<file path="config.mk">
export PLATFORM = sky130hd
export DESIGN_NAME = uart_rx
export DESIGN_NICKNAME = d
export VERILOG_FILES = /design/src/rtl/uart_pkg.sv /design/src/rtl/uart_sync.sv /design/src/rtl/uart_rx.sv
export SDC_FILE = /design/constraint.sdc
export NUM_CORES = 1
export LEC_CHECK = 0
export ABC_AREA = 1
export CAP_MARGIN = 20
export CORE_MARGIN = 2
export CORE_UTILIZATION = 59
export DETAILED_ROUTE_END_ITERATION = 7
export PLACE_DENSITY = 0.77
export SLEW_MARGIN = 20
export SYNTH_ARGS = -nofsm -noshare
export SYNTH_HDL_FRONTEND = slang
export SYNTH_SLANG_ARGS = --single-unit
</file>
<file path="constraint.sdc">
create_clock -name clk -period 2.92 [get_ports clk]
set_input_delay 0.584 -clock clk [delete_from_list [all_inputs] [get_ports clk]]
set_output_delay 0.584 -clock clk [all_outputs]
set_load 0.01 [all_outputs]
</file>
<file path="src/rtl/uart_pkg.sv">
// Shared UART definitions: divider width and default, frame constants, rx FSM states.
// UART_RX_MAJORITY_EN raises the minimum divider so that three samples fit around each bit centre.
package uart_pkg;

   localparam int UART_DIV_W = 13;
   localparam logic [UART_DIV_W-1:0] UART_SPEED_DEFAULT = 13'h1869;

   localparam int   DATA_BITS  = 8;
   localparam logic STOP_LEVEL = 1'b1;

   // The bit counter needs one bit more than the divider.
   // In majority mode it has to count up to cycles_per_bit+1.
   localparam int CNT_W = UART_DIV_W + 1;

`ifdef UART_RX_MAJORITY_EN
   localparam logic [UART_DIV_W-1:0] DIV_MIN = 13'd4;
`else
   localparam logic [UART_DIV_W-1:0] DIV_MIN = 13'd3;
`endif

   typedef enum logic [2:0] {
      IDLE,
      START,
      DATA,
      STOP,
      WAIT_HIGH
   } rx_state_t;

   function automatic logic maj3(input logic a, input logic b, input logic c);
      return (a & b) | (a & c) | (b & c);
   endfunction

   function automatic logic [UART_DIV_W-1:0] clamp_div(input logic [UART_DIV_W-1:0] v);
      return (v < DIV_MIN) ? DIV_MIN : v;
   endfunction

endpackage

</file>
<file path="src/rtl/uart_sync.sv">
// Synchroniser for an asynchronous, idle-high input: a chain of STAGES flops that resets to 1.
module uart_sync #(
   parameter int STAGES = 2
) (
   input  logic clk,
   input  logic reset_n,
   input  logic d,
   output logic q
);

   logic [STAGES-1:0] chain;

   // NOTE: sequential state uses non-blocking assignments so every flop samples pre-edge values.
   always_ff @(posedge clk or negedge reset_n) begin
      if (!reset_n) chain <= '1;
      else          chain <= {chain[STAGES-2:0], d};
   end

   assign q = chain[STAGES-1];

endmodule

</file>
<file path="src/rtl/uart_rx.sv">
// 8N1 UART receiver with mid-bit sampling and a programmable divider (bit period = cycles_per_bit+1).
// Defining UART_RX_MAJORITY_EN switches each sample to a 2-of-3 vote, one clock later.
module uart_rx
   import uart_pkg::*;
#(
   parameter int                      SYNC_STAGES        = 2,
   parameter logic [UART_DIV_W-1:0]   UART_SPEED_DEFAULT = uart_pkg::UART_SPEED_DEFAULT
) (
   input  logic                  clk,
   input  logic                  reset_n,
   input  logic                  rx,
   input  logic                  set,
   input  logic [UART_DIV_W-1:0] data,
   output logic [7:0]            rx_data,
   output logic                  rx_valid,
   output logic                  frame_err,
   output logic                  busy
);

   logic rx_s;

   uart_sync #(.STAGES(SYNC_STAGES)) u_sync (
      .clk     (clk),
      .reset_n (reset_n),
      .d       (rx),
      .q       (rx_s)
   );

   rx_state_t             state, state_n;
   logic [UART_DIV_W-1:0] cycles_per_bit;
   logic [UART_DIV_W-1:0] half;
   logic [UART_DIV_W-1:0] target;
   logic [CNT_W-1:0]      cnt, cnt_n;
   logic [2:0]            bit_idx, bit_idx_n;
   logic [7:0]            shift_reg, shift_n;
   logic [7:0]            rx_data_n;
   logic                  rx_valid_n, frame_err_n;
   logic                  sample_hit;
   logic                  sample_bit;

   assign half   = cycles_per_bit >> 1;
   assign target = (state == START) ? half : cycles_per_bit;

`ifdef UART_RX_MAJORITY_EN
   // Decide one clock after the centre. hist holds the rx_s values from target-1 and target.
   // A decision reloads the counter with 1, which keeps the bit period at cycles_per_bit+1.
   localparam logic [CNT_W-1:0] CNT_RESTART = CNT_W'(1);
   logic [1:0] hist;

   always_ff @(posedge clk or negedge reset_n) begin
      if (!reset_n) hist <= 2'b11;
      else          hist <= {hist[0], rx_s};
   end

   assign sample_hit = (cnt == ({1'b0, target} + CNT_W'(1)));
   assign sample_bit = maj3(hist[1], hist[0], rx_s);
`else
   localparam logic [CNT_W-1:0] CNT_RESTART = '0;

   assign sample_hit = (cnt == {1'b0, target});
   assign sample_bit = rx_s;
`endif

   always_ff @(posedge clk or negedge reset_n) begin
      if (!reset_n)  cycles_per_bit <= UART_SPEED_DEFAULT;
      else if (set)  cycles_per_bit <= clamp_div(data);
   end

   always_ff @(posedge clk or negedge reset_n) begin
      if (!reset_n) begin
         state     <= IDLE;
         cnt       <= '0;
         bit_idx   <= '0;
         shift_reg <= '0;
         rx_data   <= '0;
         rx_valid  <= 1'b0;
         frame_err <= 1'b0;
      end else begin
         state     <= state_n;
         cnt       <= cnt_n;
         bit_idx   <= bit_idx_n;
         shift_reg <= shift_n;
         rx_data   <= rx_data_n;
         rx_valid  <= rx_valid_n;
         frame_err <= frame_err_n;
      end
   end

   // NOTE: every output of this block gets a default first, so no path can infer a latch.
   always_comb begin
      state_n     = state;
      cnt_n       = cnt;
      bit_idx_n   = bit_idx;
      shift_n     = shift_reg;
      rx_data_n   = rx_data;
      rx_valid_n  = 1'b0;
      frame_err_n = 1'b0;

      if (set) begin
         state_n = IDLE;
         cnt_n   = '0;
      end else begin
         unique case (state)
            IDLE: begin
               if (!rx_s) begin
                  cnt_n   = '0;
                  state_n = START;
               end
            end

            START: begin
               if (sample_hit) begin
                  if (!sample_bit) begin
                     cnt_n     = CNT_RESTART;
                     bit_idx_n = '0;
                     state_n   = DATA;
                  end else begin
                     state_n   = IDLE;
                  end
               end else begin
                  cnt_n = cnt + CNT_W'(1);
               end
            end

            DATA: begin
               if (sample_hit) begin
                  shift_n[bit_idx] = sample_bit;
                  cnt_n            = CNT_RESTART;
                  bit_idx_n        = bit_idx + 3'd1;
                  if (bit_idx == 3'(DATA_BITS - 1)) state_n = STOP;
               end else begin
                  cnt_n = cnt + CNT_W'(1);
               end
            end

            STOP: begin
               if (sample_hit) begin
                  rx_data_n = shift_reg;
                  if (sample_bit == STOP_LEVEL) begin
                     rx_valid_n  = 1'b1;
                     state_n     = IDLE;
                  end else begin
                     frame_err_n = 1'b1;
                     state_n     = WAIT_HIGH;
                  end
               end else begin
                  cnt_n = cnt + CNT_W'(1);
               end
            end

            // A break keeps the receiver here, so a long low line reports exactly one error.
            WAIT_HIGH: begin
               if (rx_s) state_n = IDLE;
            end

            default: state_n = IDLE;
         endcase
      end
   end

   assign busy = (state != IDLE);

endmodule

</file>
---- Word level (Yosys, flattened, before mapping) ----
Cells that the tools add are included.
Widths: inputs -> output; s select.
cells by class
  add/sub/neg operators ................... 2
  order comparisons ....................... 3
  eq/ne operators ......................... 16
  mux-type cells .......................... 33
  bitwise logic cells ..................... 1
  reductions and logical operators ........ 10
operators by type and width
  cell                   number
  $mux 14                5
  $pmux 14 s4            1
  $mux 3                 11
  $mux 13                2
  $ne 3x3->1 const B     6
  $pmux 3 s5             1
  $add 14x1->14 const B  1
  $eq 14x13->1           1
  $lt 13x2->1 const B    1
  $mux 1                 9
  $bwmux 8               1
  $eq 3x2->1 const B     2
  $eq 3x3->1 const B     2
  $ne 2x2->1 const B     3
  $pmux 3 s2             1
  $reduce_and 3->1       2
  $reduce_and 6->1       1
  $reduce_and 5->1       1
  $reduce_bool 5->1      1
  $lt 3x4->1 const B     1
  $add 3x1->3 const B    1
  $demux 1 s3            1
  $eq 3x1->1 const B     1
  $ge 3x1->1 const B     1
  other kinds (8)        8
storage, ports and cells
  bits in registers ....................... 53
  input port bits ......................... 17
  output and inout bits ................... 11
  logic and storage cells ................. 74

---- Depth between registers and ports, before layout ----
Gate-level depths: netlist of run 1.
  word-level depth ........................ 6
  gate-level depth with buffers ........... 18
  depth with buffers taken out ............ 17

---- By module ----
A second synthesis of run 1 with hierarchy kept.
unflattened totals
  cells, all modules ...................... 557
  area total of the unflattened synthesis .. 3709.8 um2
modules (own cells, without submodules)
  module     instances  cells each  area each (um2)  sequential area each (um2)
  uart_rx    1          555         3657.3           1283.7
  uart_sync  1          2           52.6             52.6

---- Worst setup path after synthesis of run 1 ----
OpenSTA, ideal clock, no wires.
  path type ............................... register -> register
  start ................................... reg state[2]
  end ..................................... reg cnt[12]
  library setup time ...................... 116 ps
  data arrival time ....................... 1972 ps
  path slack .............................. 832 ps
  stages on the path, launching flop included .. 19
  path through ............................ dfrtp_1 inv_4 nand2_2 nor2_4 buf_6 nand2_1 nand3_1 nand2_1 nor2_1 nand2_1 nor2_4 nand2_4 nand2_1 nand2_2 buf_6 nand2_1 nand3_1 nand2_1 nand2_1
on the way
  cells in the longest elaborated chain, start to end .. 6
  elaborated cells on any way between the ends .. 13
  those cells by class .................... eq/ne (5); mux (5); reduce/logical (3)
ends and longest elaborated chain
  what                               line                            RTL
  from (decl)                        uart_rx.sv:29                   rx_state_t state, state_n;
  from (signal assigned)             uart_rx.sv:79                   state <= state_n;
  $eq 3x1->1                         uart_rx.sv:42, uart_rx.sv:103
  $mux 13                            uart_rx.sv:42                   assign target = (state == START) ? half : cycles_per_bit;
  $eq 14x13->1                       uart_rx.sv:60                   assign sample_hit = (cnt == {1'b0, target});
  $mux 14, on equally long branches  uart_rx.sv:126, uart_rx.sv:112
  $pmux 14 s4                        uart_rx.sv:103                  unique case (state)
  $mux 14                            uart_rx.sv:99                   if (set) begin
  to (signal assigned)               uart_rx.sv:80                   cnt <= cnt_n;
  to (decl)                          uart_rx.sv:33                   logic [CNT_W-1:0] cnt, cnt_n;
Several ways; a longest one is shown, not always the timed one.
A chain may end at the register's enable or synchronous reset.

---- Worst setup path after layout of run 1 ----
  start ................................... reg state[2]
  end ..................................... reg shift_reg[2]
on the way
  cells in the longest elaborated chain, start to end .. 4
  elaborated cells on any way between the ends .. 5
  those cells by class .................... eq/ne (3); mux (1); reduce/logical (1)
ends and longest elaborated chain
  what                            line           RTL
  $eq 3x1->1                      uart_rx.sv:42
  $mux 13                         uart_rx.sv:42
  $eq 14x13->1                    uart_rx.sv:60
  $reduce_and 3->1 (no line) (*)  -
  to (signal assigned)            uart_rx.sv:82  shift_reg <= shift_n;
  to (decl)                       uart_rx.sv:35  logic [7:0] shift_reg, shift_n;
Every way passes the cells marked *; elsewhere a longest branch is shown, timed or not.

==> reports/metrics.csv, run 1 <==
metric;value;unit
outcome;completed;
fmax;377;MHz
vias_per_cell;5.35;
die_w;82.4;µm
crit_top_cell;nand2_1;
largest_register_ffs;14;
synthesis.area;3630;µm²
synth.area.top_cells;dfrtp_1 (31%), nand2_1 (20%), nand3_1 (10%);
cts_max_level;2;
power_density;748;nW/µm²
regArea;1340;µm²
dp_hpwl;6.08;mm
hold_buffers;0;
fillers;563;
hold_ws;248;ps
worstRegToRegCells;15;
nets;581;
skew;9.08;ps
setup-tns-final;0;ps
top_register;cnt;
cts_setup_buffers;0;
cap_violations;0;
core_area;5920;µm²
worstSetupPathType;reg -> reg;
power_frac_comb;0.496;
synth_top_area_frac;0.310;
ant_nets;0;
pwr-share-seq;0.365;
critical_path_required;3160;ps
post-route-util;0.674;
drv_slew;0;
ys.flop_type;dfrtp_1;
first_global_vias;3219;
worst-path-max-fanout;18;
period_minus_slack;2650;ps
netlist_top_cells_count;nand2_1 (198), nand3_1 (74), inv_1 (61);
syn_inst;548;
grt_usage;0.273;
multi_input_area;1900;µm²
cts.reportedPaths.clkPinSlew;100;ps
end_kind;flip-flop;
hold_path.class;in -> async;
ys_async_sr_fraction;1.00;
switching_share;0.478;
ios;28;
die_h;82.4;µm
power.leakage;2.06;nW
reg.largest.list;cnt (14), cycles_per_bit (13);
num_vias;3405;
drc;0;
area_growth_syn_to_layout;9.93;%
synth_most_common_cell;nand2_1;
cts_made_buffers;5;
gp_congestion;0.983;
cts_tree;yes;
ctsRootBufferMaster;clkbuf_8;
post_dp_cell_area;3900;µm²
crit_chain;inv_4 > nand2_2 > nor2_4 > nand2_1 > nand3_1 > nand2_1 > nor2_1 > nand2_2 > nor2_8 > nand2_4 > nor2_4 > nand2_1 > nor2_1 > nand2_1 > o21ai_1;
vdd_drop_max;0.588;mV
yosys.area.top_type;dfrtp_1;
r2r_start;state[2];
synth_edf_count;0;
syn_nets;568;
clockBufferDepth;2;
io_buffers;27;
drt_iter0_markers;269;
std_cell_rows;28;
r2r_end;shift_reg[2];
slowest_delay;460;ps
grt-ovfl-total;0;
wl_per_cell;13.0;µm
drive_gt1_frac;0.0730;
grt_setup_unrepaired;no;
slowest_stage;dfrtp_1;
path_buf_inv;1;
clkPwrFrac;0.139;
first_pass_iters;5;
grt_pass1_wl;14.5;mm
clkSinkCount;53;
seq_area_frac_synth;0.368;
synth_warnings;0;
period_share;0.908;
total_power;0.00298;W
stdcell_area;3990;µm²
setup.worst_path.start_class;flip-flop;
setup_viol;0;
cts_resized;0;
critPathArrivalTime;2890;ps
max_slew_margin;0.546;
r2r_slack;270;ps
die_area;6790;µm²
synth_seq_cells;53;
clk_latency;310;ps
antenna_found_initial;0;
yosysUniqueCellTypes;36;
worst_slew_pin_slew;680;ps
crit_family;simple AND/OR/NAND/NOR gates;
floorplan.initialDensity;0.613;
grt_start_max_net_pins;37;
p_int;0.00156;W
final-hold-violation-count;0;
wirelength;8.28;mm
antenna_cells;0;
p_sw;0.00143;W
syn_avg_cell_area;6.62;µm²
[kinds of logic after synthesis]
group,after synthesis,share of synthesized area
DFF,53,0.368
buffers and inverters,92,0.108
adders and majority gates,3,0.0103
xor gates and xnor gates,8,0.0193
and+or+nand+nor,341,0.416
AOI/OAI and AO/OA,51,0.0773
[final cells by class]
type / instances / area share
Multi-Input combinational cell: 403 / 0.476
Inverter: 64 / 0.0609
Sequential cell: 53 / 0.335
Clock inverter: 2 / 0.00345
Timing Repair Buffer: 34 / 0.0828
Tap cell: 75 / 0.0235
Clock buffer: 6 / 0.0182
[layout by cell type (no fill, tap or decap), types with 2 or more instances in the layout]
cell,count
clkbuf_8,5
ha_1,3
xor2_1,8
inv_1,61
a21oi_1,19
nand2_1,198
clkdlybuf4s50_1,26
dfrtp_1,45
inv_2,2
o211ai_1,2
dfstp_2,8
buf_4,6
a31oi_1,2
o21ai_1,9
o21ai_0,14
nor4_1,4
nand2_2,4
nor3_1,4
nor2_4,3
nor2_1,39
nand4_1,8
a22o_1,2
nand3_1,74
[layer usage]
layer  vias to the layer above  wire (µm)  share of wire  GRT usage
li1                       1757          -              -          -
met1                      1589       4000           0.48      0.365
met2                        54       3940           0.48      0.465
met3                         5        274          0.033     0.0402
met4                         0         57         0.0069     0.0667
met5                         -          0              0          0
[through the flow]
stage	std cells	setup WS, ps
floorplan	548	832
finish	637	268
global route	637	9.49
CTS	637	278
global placement	629	398
detailed placement	629	302
[worst register-to-register path, delay by kind of cell (launching register included)]
family / cells / cell delay (ps)
AO/OA/AOI/OAI: 1 / 80
AND/OR/NAND/NOR: 13 / 1930
flip-flops: 1 / 460
buffers and inverters: 1 / 130
[power groups by stage]
stage | Clock [W] | Combinational (W) | Sequential [W]
after global placement | 0 | 0.00143 | 0.00109
after CTS | 0.000426 | 0.00148 | 0.00109
after floorplan | 0 | 0.00134 | 0.000960
after global routing | 0.000459 | 0.00173 | 0.00111
after detailed placement | 0 | 0.00147 | 0.00110
final | 0.000414 | 0.00148 | 0.00109
[worst max-delay path by stage]
stage | slack, ps | startpoint | end | cells after the start
floorplan | 830 | state[2] | cnt[12] | 18
global placement | 400 | state[2] | shift_reg[2] | 15
detailed placement | 300 | state[2] | shift_reg[2] | 15
CTS | 280 | state[2] | shift_reg[2] | 15
global route | 9 | state[2] | shift_reg[2] | 15
finish | 270 | state[2] | shift_reg[2] | 15
No activity file was read; power rests on OpenSTA's default activity.
==> inputs of run 2 (changes only) <==
- SKIP_CTS_REPAIR_TIMING: unset -> 1
- clock period: 2.92 -> 2.6 ns (I/O delays scaled with it)
==> run 2 against run 1 <==
  * Die area unchanged
  * Critical path depth up 2
  * Critical endpoint is now cnt[5]
  * Non-clock buffer count up 5
  * Largest power group unchanged
  * Sequential cell count unchanged
==> reports/metrics.csv, run 2 (synthesis results as in run 1) <==
metric;value;unit;change
std_cell_rows;28;;unchanged
end_kind;flip-flop;;
top_register;cnt;;
grt_usage;0.286;;+0.0128
regArea;1340;µm²;+0.19%
r2r_end;cnt[5];;
clkSinkCount;53;;unchanged
cts.reportedPaths.clkPinSlew;100;ps;about the same
r2r_slack;200;ps;-70 ps
gp_congestion;0.949;;-3.5%
cap_violations;0;;unchanged
worstSetupPathType;reg -> reg;;
drc;0;;unchanged
grt_start_max_net_pins;54;;+46%
slowest_delay;460;ps;about the same
first_global_vias;3297;;+2.4%
max_slew_margin;0.541;;-0.00498
setup.worst_path.start_class;flip-flop;;
vdd_drop_max;0.534;mV;-9.2%
slowest_stage;dfrtp_2;;
wirelength;9.00;mm;+8.6%
cts_max_level;2;;unchanged
dp_cells;631;;+0.32%
drv_slew;0;;unchanged
antenna_cells;0;;unchanged
worst_slew_pin_slew;688;ps;+7.47 ps
drt_iter0_markers;292;;+8.6%
critPathCapture;cnt[5];;
power.leakage;2.09;nW;+1.8%
crit_top_cell;nand2_1;;
fmax;417;MHz;+11%
fin_cells;643;;+0.94%
cts_tree;yes;;
grt_pass1_wl;15.0;mm;+3.2%
fillers;547;;-2.8%
nets;587;;+1.0%
multi_input_area;1910;µm²;+0.53%
num_vias;3554;;+4.4%
power_density;887;nW/µm²;+19%
ios;28;;unchanged
dp_hpwl;6.15;mm;+1.2%
io_buffers;27;;unchanged
crit_family;simple AND/OR/NAND/NOR gates;;
final-hold-violation-count;0;;unchanged
floorplan.initialDensity;0.613;;unchanged
grt-ovfl-total;0;;unchanged
antenna_found_initial;0;;unchanged
setup_viol;0;;unchanged
period_share;0.923;;+0.0147
layout_commonest_cell;nand2_1;;
worst-path-max-fanout;18;;unchanged
clk_latency;310;ps;about the same
drive_gt1_frac;0.0880;;+0.0151
cp_num_cells;17;;+2
skew;9.01;ps;-0.0651 ps
layout_common_cells;nand2_1 (198), nand3_1 (74), inv_1 (61), dfrtp_1 (43), nor2_1 (39);;
critical_path_required;2810;ps;-350 ps
reg.largest.list;cnt (14), cycles_per_bit (13);;
vias_per_cell;5.53;;+3.4%
post-route-util;0.688;;+0.0142
area_growth_syn_to_layout;12.2;%;
crit_chain;inv_4 > nand2_2 > nor2_4 > buf_12 > nand2_1 > nand3_1 > nand2_1 > nor2_1 > nand2_1 > nor2_4 > nand2_4 > nand2_1 > nand2_2 > nand2_1 > nand3_1 > nand2_1 > nand2_1;;
ant_nets;0;;unchanged
crit_path_start;state[2];;
first_pass_iters;5;;unchanged
ctsRootBufferMaster;clkbuf_8;;
worstRegToRegCells;17;;+2
period_minus_slack;2400;ps;-252 ps
outcome;completed;;
r2r_start;state[2];;
die_area;6790;µm²;unchanged
clockBufferDepth;2;;unchanged
path_buf_inv;2;;+1
hold_path.class;in -> async;;
largest_register_ffs;14;;unchanged
wl_per_cell;14.0;µm;+7.6%
core_area;5920;µm²;unchanged
die_w;82.4;µm;unchanged
cts_made_buffers;5;;unchanged
critPathArrivalTime;2610;ps;-280 ps
die_h;82.4;µm;unchanged
run 2: power by group:
part           internal [W]  leakage, nW  switching [W]
Clock              0.000314       0.0574       0.000289
Combinational      0.000650         1.38        0.00113
Sequential         0.000965        0.660       0.000260
run 2: worst min path at each step:
stage	to	depth (start not counted)	slack, ps
4_1_cts	cnt[13]	2	360
5_1_grt	u_sync.chain[1]	0	370
3_3_place_gp	u_sync.chain[1]	0	350
2_1_floorplan	bit_idx[0]	0	220
3_5_place_dp	u_sync.chain[1]	0	350
6_report	cnt[10]	2	310
run 2: final cells by class:
type | instances | share of cell area
multi-input combinational | 404 | 0.469
sequential | 53 | 0.329
inverter | 64 | 0.0596
tap | 75 | 0.0230
clock inverter | 2 | 0.00922
timing repair buffer | 39 | 0.0904
clock buffer | 6 | 0.0203
run 2: stage by stage:
| stage | hold slack [ps] | setup TNS, ps | power (W) | setup WS (ps) | instance area [µm²] |
|---|---|---|---|---|---|
| floorplan | 224 | 0 | 0.00258 | 512 | 3630 |
| global placement | 350 | 0 | 0.00286 | 266 | 3900 |
| detailed placement | 347 | 0 | 0.00291 | 111 | 3900 |
| CTS | 360 | 0 | 0.00351 | 96.0 | 4020 |
| global route | 370 | -13.7 | 0.00392 | -8.46 | 4070 |
| finish | 312 | 0 | 0.00361 | 200 | 4070 |
run 2: routing by layer:
| metal | track usage | vias up | part of all wire |
|---|---|---|---|
| met5 | 0 | - | 0 |
| met4 | 0.0800 | 0 | 0.0067 |
| met3 | 0.0391 | 7 | 0.043 |
| met2 | 0.482 | 89 | 0.50 |
| met1 | 0.383 | 1687 | 0.45 |
| li1 | - | 1771 | - |
==> inputs of run 3 (changes only) <==
- REMOVE_ABC_BUFFERS: unset -> 1
==> run 3 against run 2 <==
  * Via count grew 2.9%
  * Power decreased by 1.6%
  * First-iteration DRC count down 3.1%
  * Routed wire length is 2.5% higher
  * Sequential power barely moved
  * Core utilization fell by 0.084 points
  * Highest routed layer unchanged
  * Largest power group unchanged
  * Final cell count grew 0.16%
==> reports/metrics.csv, run 3 (synthesis results as in run 1) <==
metric;value;unit;change
outcome;completed;;
io_buffers;27;;unchanged
grt_setup_unrepaired;no;;
multi_input_area;1910;µm²;+0.26%
stdcell_area;4070;µm²;-0.12%
worst-path-max-fanout;17;;-1
post_dp_cell_area;3930;µm²;+0.58%
first_global_vias;3283;;-0.42%
antenna_cells;0;;unchanged
slowest_stage;dfrtp_1;;
period_share;0.909;;-0.0136
vdd_drop_max;0.675;mV;+26%
cap_violations;0;;unchanged
hold_path.class;in -> async;;
critical_path_required;2850;ps;+40 ps
die_w;82.4;µm;unchanged
setup_viol;0;;unchanged
crit_chain;inv_4 > nand2_2 > nor2_4 > buf_12 > nand2_1 > nand3_1 > nand2_1 > nor2_1 > nand2_1 > nor2_4 > nand2_4 > nor2_4 > nand2_1 > nor2_1 > nand2_1 > o21ai_1;;
die_area;6790;µm²;unchanged
regArea;1340;µm²;about the same
largest_register_ffs;14;;unchanged
power.leakage;2.10;nW;+0.11%
core_area;5920;µm²;unchanged
reg.largest.list;cnt (14), cycles_per_bit (13);;
num_vias;3656;;+2.9%
grt_pass1_wl;15.1;mm;+0.65%
gp_congestion;0.989;;+4.2%
clockBufferDepth;2;;unchanged
power_density;874;nW/µm²;-1.5%
max_slew_margin;0.560;;+0.0186
drt_iter0_markers;283;;-3.1%
clkSinkCount;53;;unchanged
end_kind;flip-flop;;
fmax;423;MHz;+1.5%
crit_top_cell;nand2_1;;
drc;0;;unchanged
layout_common_cells;nand2_1 (198), nand3_1 (74), inv_1 (61), dfrtp_1 (44), nor2_1 (39);;
r2r_slack;240;ps;+40 ps
cts_max_level;2;;unchanged
r2r_end;shift_reg[2];;
worstSetupPathType;reg -> reg;;
grt-ovfl-total;0;;unchanged
std_cell_rows;28;;unchanged
wirelength;9.22;mm;+2.5%
area_growth_syn_to_layout;12.1;%;
crit_family;simple AND/OR/NAND/NOR gates;;
post-route-util;0.687;;-0.000845
nets;588;;+0.17%
fillers;528;;-3.5%
cts_tree;yes;;
first_pass_iters;6;;+1
vias_per_cell;5.68;;+2.7%
layout_commonest_cell;nand2_1;;
worstRegToRegCells;16;;-1
wl_per_cell;14.3;µm;+2.3%
grt_start_max_net_pins;54;;unchanged
clk_latency;320;ps;about the same
skew;8.77;ps;-0.237 ps
ant_nets;0;;unchanged
cts_made_buffers;5;;unchanged
dp_hpwl;6.50;mm;+5.7%
drive_gt1_frac;0.0879;;-0.000155
cts.reportedPaths.clkPinSlew;100;ps;about the same
worst_slew_pin_slew;660;ps;-27.8 ps
ios;28;;unchanged
ctsRootBufferMaster;clkbuf_8;;
drv_slew;0;;unchanged
grt_usage;0.290;;+0.00383
die_h;82.4;µm;unchanged
path_buf_inv;2;;unchanged
critPathArrivalTime;2620;ps;about the same
slowest_delay;470;ps;about the same
top_register;cnt;;
period_minus_slack;2360;ps;-35.4 ps
r2r_start;state[2];;
floorplan.initialDensity;0.613;;unchanged
setup.worst_path.start_class;flip-flop;;
final-hold-violation-count;0;;unchanged
hold_ws;296;ps;-15.8 ps
setup-tns-final;0;ps;unchanged
antenna_found_initial;0;;unchanged
==> run 3: worst register-to-register path: stages, from the launching register on <==
cell	delay, ps
dfrtp_1	470
inv_4	150
nand2_2	90
nor2_4	150
buf_12	150
nand2_1	60
nand3_1	70
nand2_1	70
nor2_1	80
nand2_1	100
nor2_4	190
nand2_4	130
nor2_4	190
nand2_1	120
nor2_1	140
nand2_1	60
o21ai_1	70
==> run 3: final cells by class <==
| class | instances | share of cell area |
|---|---|---|
| Clock buffer | 6 | 0.0203 |
| Clock inverter | 2 | 0.00431 |
| Inverter | 64 | 0.0597 |
| Multi-Input combinational cell | 404 | 0.470 |
| Sequential cell | 53 | 0.329 |
| Tap cell | 75 | 0.0231 |
| Timing Repair Buffer | 40 | 0.0932 |
==> run 3: worst max path at each step <==
stage / startpoint / endpoint / depth (start not counted)
floorplan: state[2] / cnt[12] / 16
global placement: state[2] / state[2] / 15
detailed placement: state[2] / cnt[1] / 16
CTS: state[2] / cnt[0] / 16
global route: state[2] / state[1] / 16
finish: state[2] / shift_reg[2] / 16
==> run 3: report_power, final <==
group,total (W),switching (W),internal (W)
registers,0.00125,0.000281,0.000964
logic,0.00179,0.00114,0.000647
clock network,0.000522,0.000300,0.000222
==> run 3: layer usage <==
layer	vias to the layer above	part of all wire	global-route usage
li1	1782	-	-
met1	1719	0.45	0.392
met2	142	0.47	0.471
met3	13	0.066	0.0478
met4	0	0.015	0.0983
met5	-	0	0
==> run 3: per-stage QoR <==
step | setup slack, ps | total power [W] | instances
after floorplan | 107 | 0.00244 | 520
after global placement | 274 | 0.00287 | 634
after detailed placement | 180 | 0.00293 | 634
after CTS | 171 | 0.00345 | 642
after global routing | 1.50 | 0.00386 | 644
final | 235 | 0.00355 | 644
